===== src/rtl/majority_voter_sync_if.sv =====
// rtl/majority_voter_sync_if.sv - channel inputs and vote outputs of majority_voter_sync
interface majority_voter_sync_if #(
    parameter int N = 3
) ();
    localparam int CW = $clog2(N + 1);

    logic [N-1:0]  IN;
    logic          CLEAR_FAULT;
    logic          VOTE;
    logic [CW-1:0] VOTE_COUNT;
    logic [N-1:0]  DEBOUNCED;
    logic [N-1:0]  DISAGREE;
    logic [N-1:0]  FAULT_MASK;

    modport master (
        output IN, CLEAR_FAULT,
        input  VOTE, VOTE_COUNT, DEBOUNCED, DISAGREE, FAULT_MASK
    );

    modport slave (
        input  IN, CLEAR_FAULT,
        output VOTE, VOTE_COUNT, DEBOUNCED, DISAGREE, FAULT_MASK
    );
endinterface


===== src/rtl/majority_voter_sync.sv =====
// rtl/majority_voter_sync.sv - synchronised, debounced N-channel threshold voter
// Optional sticky disagreement latch enabled by defining VOTER_FAULT_LATCH_EN.
module majority_voter_sync #(
    parameter int N               = 3,
    parameter int THRESHOLD       = 2,
    parameter int DEBOUNCE_CYCLES = 4
) (
    input  logic                  CLOCK_50,
    input  logic                  RESET,
    majority_voter_sync_if.slave  bus
);
    localparam int CW = $clog2(N + 1);
    localparam int DW = $clog2(DEBOUNCE_CYCLES + 1);

    if (THRESHOLD < 1 || THRESHOLD > N) begin : g_bad_threshold
        $error("majority_voter_sync: THRESHOLD must be within 1..N");
    end
    if (DEBOUNCE_CYCLES < 1) begin : g_bad_debounce
        $error("majority_voter_sync: DEBOUNCE_CYCLES must be >= 1");
    end

    logic [N-1:0]  s1_q;
    logic [N-1:0]  s2_q;
    logic [DW-1:0] cnt_q [N];
    logic [DW-1:0] cnt_d [N];
    logic [N-1:0]  deb_q;
    logic [N-1:0]  deb_d;
    logic          vote_q;
    logic          vote_d;
    logic [CW-1:0] count_q;
    logic [CW-1:0] count_d;
    logic [N-1:0]  dis_q;
    logic [N-1:0]  dis_d;

    always_comb begin
        cnt_d = cnt_q;
        deb_d = deb_q;
        for (int i = 0; i < N; i++) begin
            if (s2_q[i] == deb_q[i]) begin
                cnt_d[i] = '0;
            end else if (cnt_q[i] < DW'(DEBOUNCE_CYCLES - 1)) begin
                cnt_d[i] = cnt_q[i] + DW'(1);
            end else begin
                deb_d[i] = s2_q[i];
                cnt_d[i] = '0;
            end
        end
    end

    // Vote stage works from the registered debounced vector, so channels that
    // qualify on the same edge are always counted together.
    always_comb begin
        count_d = '0;
        for (int i = 0; i < N; i++) begin
            count_d = count_d + CW'(deb_q[i]);
        end
        vote_d = (count_d >= CW'(THRESHOLD));
        dis_d  = deb_q ^ {N{vote_d}};
    end

    always_ff @(posedge CLOCK_50) begin
        if (RESET) begin
            s1_q    <= '0;
            s2_q    <= '0;
            deb_q   <= '0;
            vote_q  <= 1'b0;
            count_q <= '0;
            dis_q   <= '0;
            for (int i = 0; i < N; i++) begin
                cnt_q[i] <= '0;
            end
        end else begin
            s1_q    <= bus.IN;
            s2_q    <= s1_q;
            deb_q   <= deb_d;
            vote_q  <= vote_d;
            count_q <= count_d;
            dis_q   <= dis_d;
            for (int i = 0; i < N; i++) begin
                cnt_q[i] <= cnt_d[i];
            end
        end
    end

`ifdef VOTER_FAULT_LATCH_EN
    logic [N-1:0] fault_q;
    logic [N-1:0] fault_d;

    // A fresh disagreement outranks a simultaneous clear.
    always_comb begin
        fault_d = (fault_q & ~{N{bus.CLEAR_FAULT}}) | dis_q;
    end

    always_ff @(posedge CLOCK_50) begin
        if (RESET) begin
            fault_q <= '0;
        end else begin
            fault_q <= fault_d;
        end
    end

    assign bus.FAULT_MASK = fault_q;
`else
    logic unused_clear_fault;
    assign unused_clear_fault = bus.CLEAR_FAULT;
    assign bus.FAULT_MASK     = '0;
`endif

    assign bus.VOTE       = vote_q;
    assign bus.VOTE_COUNT = count_q;
    assign bus.DEBOUNCED  = deb_q;
    assign bus.DISAGREE   = dis_q;
endmodule

===== src/flat_wrapper.sv =====
// flat-port wrapper written by rule: the top's interface ports become plain ports
module majority_voter_sync_flat 
#(
    parameter int N               = 3,
    parameter int THRESHOLD       = 2,
    parameter int DEBOUNCE_CYCLES = 4
)
  (CLOCK_50, RESET, bus_IN, bus_CLEAR_FAULT, bus_VOTE, bus_VOTE_COUNT, bus_DEBOUNCED, bus_DISAGREE, bus_FAULT_MASK);
  majority_voter_sync_if #(.N(N)) bus_i ();
  input  logic CLOCK_50;
  input  logic RESET;
  input wire logic [$bits(bus_i.IN)-1:0] bus_IN;
  input wire logic [$bits(bus_i.CLEAR_FAULT)-1:0] bus_CLEAR_FAULT;
  output wire logic [$bits(bus_i.VOTE)-1:0] bus_VOTE;
  output wire logic [$bits(bus_i.VOTE_COUNT)-1:0] bus_VOTE_COUNT;
  output wire logic [$bits(bus_i.DEBOUNCED)-1:0] bus_DEBOUNCED;
  output wire logic [$bits(bus_i.DISAGREE)-1:0] bus_DISAGREE;
  output wire logic [$bits(bus_i.FAULT_MASK)-1:0] bus_FAULT_MASK;
  assign bus_i.IN = bus_IN;
  assign bus_i.CLEAR_FAULT = bus_CLEAR_FAULT;
  assign bus_VOTE = bus_i.VOTE;
  assign bus_VOTE_COUNT = bus_i.VOTE_COUNT;
  assign bus_DEBOUNCED = bus_i.DEBOUNCED;
  assign bus_DISAGREE = bus_i.DISAGREE;
  assign bus_FAULT_MASK = bus_i.FAULT_MASK;
  majority_voter_sync #(.N(N), .THRESHOLD(THRESHOLD), .DEBOUNCE_CYCLES(DEBOUNCE_CYCLES)) u_core (.CLOCK_50(CLOCK_50), .RESET(RESET), .bus(bus_i));
endmodule

===== config.mk =====
export PLATFORM = sky130hd
export DESIGN_NAME = majority_voter_sync_flat
export DESIGN_NICKNAME = d
export VERILOG_FILES = /design/src/rtl/majority_voter_sync_if.sv /design/src/rtl/majority_voter_sync.sv /design/src/flat_wrapper.sv
export SDC_FILE = /design/constraint.sdc
export NUM_CORES = 1
export LEC_CHECK = 0
export ABC_CLOCK_PERIOD_IN_PS = 1500
export CORE_MARGIN = 10
export CORE_UTILIZATION = 43
export CTS_CLUSTER_SIZE = 16
export DETAILED_ROUTE_END_ITERATION = 7
export GPL_TIMING_DRIVEN = 0
export PLACE_DENSITY = 0.77
export SLEW_MARGIN = 30
export SYNTH_ARGS = -nofsm -noshare
export SYNTH_HDL_FRONTEND = slang
export SYNTH_SLANG_ARGS = --single-unit
export TNS_END_PERCENT = 10

===== constraint.sdc =====
create_clock -name CLOCK_50 -period 1.5 [get_ports CLOCK_50]
set_input_delay 0.3 -clock CLOCK_50 [delete_from_list [all_inputs] [get_ports CLOCK_50]]
set_output_delay 0.3 -clock CLOCK_50 [all_outputs]
set_load 0.005 [all_outputs]

---- Yosys cells after proc, flatten, opt, wreduce, memory -nomap -nowiden ----
Index checks and enable logic that the tools add are counted.
storage, ports and cells
  bits in registers ....................... 24
  input port bits ......................... 6
  output and inout bits ................... 12
cells by class
  add/sub/neg operators ................... 5
  order comparisons ....................... 4
  eq/ne operators ......................... 3
  bitwise logic cells ..................... 7
  reductions and logical operators ........ 6
operators by type and width
  cell                 count
  $add 3x1->3 const B  3
  $lt 3x2->1 const B   3
  $reduce_or 3->1      3
  $not 1->1            6
  $reduce_and 2->1     3
  $eq 1x1->1           3
  $xor 3x3->3          1
  $add 1x1->2          1
  $add 2x1->2          1
  $ge 2x2->1 const B   1

---- Longest topological paths before layout ----
  word-level depth ........................ 4
  depth in mapped cells ................... 3
  mapped depth without buffers ............ 3

---- Worst setup path after synthesis ----
No wires, ideal clock.
  kind .................................... register to register
  from .................................... reg u_core.deb_q[0], in the netlist u_core.bus.DEBOUNCED[0]
  to ...................................... reg u_core.dis_q[0], in the netlist u_core.bus.DISAGREE[0]
  library setup time ...................... 0.117 ns
  data arrival time ....................... 1.054 ns
  slack ................................... 0.329 ns
  stages on the path, launching flop included .. 4
  buffers on the path ..................... 0
  clock period less this slack ............ 1.171 ns
  cells stage by stage .................... dfxtp_1 > fa_1 > xnor2_1 > nor2_1
on the way
  longest elaborated chain between the ends .. 4
ends and longest elaborated chain
  item                      RTL line                   text
  start: declaration        majority_voter_sync.sv:26  logic [N-1:0] deb_q;
  start signal: assignment  majority_voter_sync.sv:65  deb_q <= '0;
  start signal: assignment  majority_voter_sync.sv:75  deb_q <= deb_d;
  $add 1x1->2               majority_voter_sync.sv:55  count_d = count_d + CW'(deb_q[i]);
  $add 2x1->2               majority_voter_sync.sv:55
  net u_core.count_d[1]     majority_voter_sync.sv:31  logic [CW-1:0] count_d;
  $ge 2x2->1                majority_voter_sync.sv:57  vote_d = (count_d >= CW'(THRESHOLD));
  $xor 3x3->3               majority_voter_sync.sv:58  dis_d = deb_q ^ {N{vote_d}};
  end signal: assignment    majority_voter_sync.sv:78  dis_q <= dis_d;
  end: declaration          majority_voter_sync.sv:32  logic [N-1:0] dis_q;
The timed path passes the listed nets, and every way through them passes these cells.
A chain may end at the register's enable or synchronous reset.

==> summary.txt <==
Run status
  – Run status: completed

Place
  – GP Congestion: between 0.7 and 0.8
  – Dpl cell area: 0.00101 mm2
  – IO Port Bufs: 13

Pwr
  – Pwr dens: between 800 and 900 mW/mm2
  – LEAKAGE: 0.438 nW
  – Peak supply drop: 501 uV

Clock tree
  – Cts bufs inserted: 3
  – Number of H-tree levels: 1
  – Skew-Pair Late Insertion Delay: 0.30 ns
  – TritonCTS clock tree: yes
  – Cts-stage hold buffer count: 0
  – Setup repair bufs after CTS: 0
  – CTS max path bufs: 2
  – CTS Root Cell: clkbuf_4
  – Post-CTS resize count: 11
  – CTS clk-pin slew, worst paths: between 0.1 and 0.15 ns
  – Clk sinks: 23

Global route
  – First-pass GRT wire length: 2.28 mm
  – Largest net degree at the start of global routing: 13
  – Initial antenna violation count: 0
  – Tot GR Track Use: under 10%
  – Vias in the first global route: between 500 and 600
  – Total global routing overflow: 0

Floorplan
  – Die area: just over 0.004 mm2
  – Initial core utilization: ~47%
  – Boundary pin count: 18
  – Core Area: 0.00178 mm2
  – Number of core rows: 15
  – Die width: 64.2 um
  – Die height: around 64 um

STA
  – Minimum clock period: ~1.4 ns
  – Crit share post-route: 95.2%
  – Clock skew: approximately 0.0029 ns
  – Setup TNS: 0 ns
  – Slew Viols, Final: 0
  – Hold Fails Final Rpt: 0
  – RSZ-0062 raised after global routing: false
  – Endpoints failing setup: 0
  – Fmax: 700 MHz

Worst setup path
  – Critical Path Start Type: register
  – Worst Path Arrival: about 1.1 ns
  – Crit-path cells: clkdlybuf4s50_1
  – Crit path required time: ~1.2 ns
  – Reg2Reg Setup Slack: 0.29 ns
  – CP endpoint kind: output pin
  – Critical path class: reg2out
  – Delay-heaviest family, CP: buffers and inverters
  – Crit-path slowest cell: clkdlybuf4s50_1
  – Max Fanout on Critical Path: 2
  – Max stage delay on crit path: roughly 0.5 ns
  – CP bufs+invs: 1

Finish
  – Most frequent cells in the layout: dfxtp_1, clkdlybuf4s50_1, nor2b_1
  – Fin util: between 50% and 60%
  – Area Overhead vs Synth: 24.1%
  – Fillers: 165
  – # diodes: 0
  – Commonest non-fill, non-tap cell in the layout: dfxtp_1
  – Register Area: roughly 470 um2
  – Final #Nets: about 100
  – Fraction of layout cells with a size suffix above 1: 14.3%
  – Area occupied by multi-input gates: around 350 um2
  – Final Cell Area: roughly 0.0010 mm2

Detailed routing
  – Residual DRC: 0
  – Initial DRC count: 6
  – Drt pass-1 iters: 4
  – Post-DR wirelength/cell: 11.0 um
  – Via count: 520
  – Final ANT Viol Nets: 0
  – Final wirelength: approximately 1.3 mm
  – Vias/cell: roughly 4.5

Logic synthesis
  – Cell variety after synth: 15
  – YS warnings: 0
  – FF+latch count, synth: 23
  – Syn_area_per_cell: around 12 um2
  – Post-Syn Instances: a little over 70
  – Post-Synthesis Cell Area: between 800 and 900 um2
  – Seq/Total Area, Yosys: ~55%

Hold path
  – Worst Hold Class: reg2reg

Job
  – Number of max-cap violations: 0
## cells by family after synthesis
kind of cell / Yosys count / share of synthesized area, %
AND/OR/NAND/NOR: 26 / 20.7
buffers and inverters: 6 / 4.76
flip-flops: 23 / 54.8
XOR/XNOR: 6 / 6.25
adder cells (fa/ha/maj): 4 / 6.85
AO/OA/AOI/OAI: 3 / 2.68
other: 1 / 0.446
multiplexers: 3 / 3.57
## registers in the layout (all words and copies together) (netlist names)
name                   cells
u_core.bus.DEBOUNCED       3
u_core.bus.VOTE_COUNT      2
u_core.s1_q                3
u_core.cnt_q               9
u_core.bus.DISAGREE        3
u_core.s2_q                3
## path summary, 6_finish.rpt
path | cells past startpoint | end | start
worst max-delay path | 1 | bus_VOTE | u_core.bus.VOTE_COUNT[1]
worst min-delay path | 1 | u_core.cnt_q[3] | u_core.cnt_q[5]
worst max register to register | 3 | u_core.bus.DISAGREE[1] | u_core.bus.DEBOUNCED[0]
worst min register to register | 1 | u_core.cnt_q[3] | u_core.cnt_q[5]
## cell type report
| class | count | share of cell area (%) |
|---|---|---|
| Sequential cell | 23 | 45.3 |
| Multi-Input combinational cell | 45 | 33.3 |
| Timing Repair Buffer | 13 | 12.0 |
| Buffer | 6 | 3.84 |
| Tap cell | 25 | 3.00 |
| Clock buffer | 4 | 2.52 |
## through the flow
step / hold slack (ns) / cells / setup slack, ns / power, mW
2_1_floorplan: 0.402 / 74 / 0.329 / 0.666
3_3_place_gp: 0.411 / 112 / 0.0786 / 0.682
3_5_place_dp: 0.424 / 112 / 0.0380 / 0.683
4_1_cts: 0.440 / 116 / 0.0531 / 0.945
5_1_grt: 0.458 / 116 / 0.00329 / 0.975
6_report: 0.438 / 116 / 0.0713 / 0.931
## layer usage
layer	vias to the layer above	routed length (um)	track usage, %
met3	4	89	2.96
li1	272	-	-
met1	229	590	6.85
met4	0	30	5.61
met5	-	0	0
met2	15	562	11.3
## Yosys cell counts
library cell	count	share of area, %
a21o_1	3	2.7
buf_2	2	1.2
buf_4	4	3.6
conb_1	1	0.45
dfxtp_1	23	55
fa_1	1	2.4
ha_1	3	4.5
mux2i_1	3	3.6
nand2b_1	3	2.2
nor2_1	3	1.3
nor2b_1	8	6.0
nor4_1	3	2.2
nor4b_1	6	6.2
or2b_1	3	2.7
xnor2_1	6	6.2
## report_power, final
part / internal (mW) / total [mW] / leakage, nW / switching (mW)
Combinational: 0.0250 / 0.0437 / 0.233 / 0.0187
Clock: 0.104 / 0.268 / 0.0150 / 0.165
Sequential: 0.615 / 0.620 / 0.190 / 0.00465
Total: 0.744 / 0.931 / 0.438 / 0.188
No activity file was read; power rests on OpenSTA's default activity.
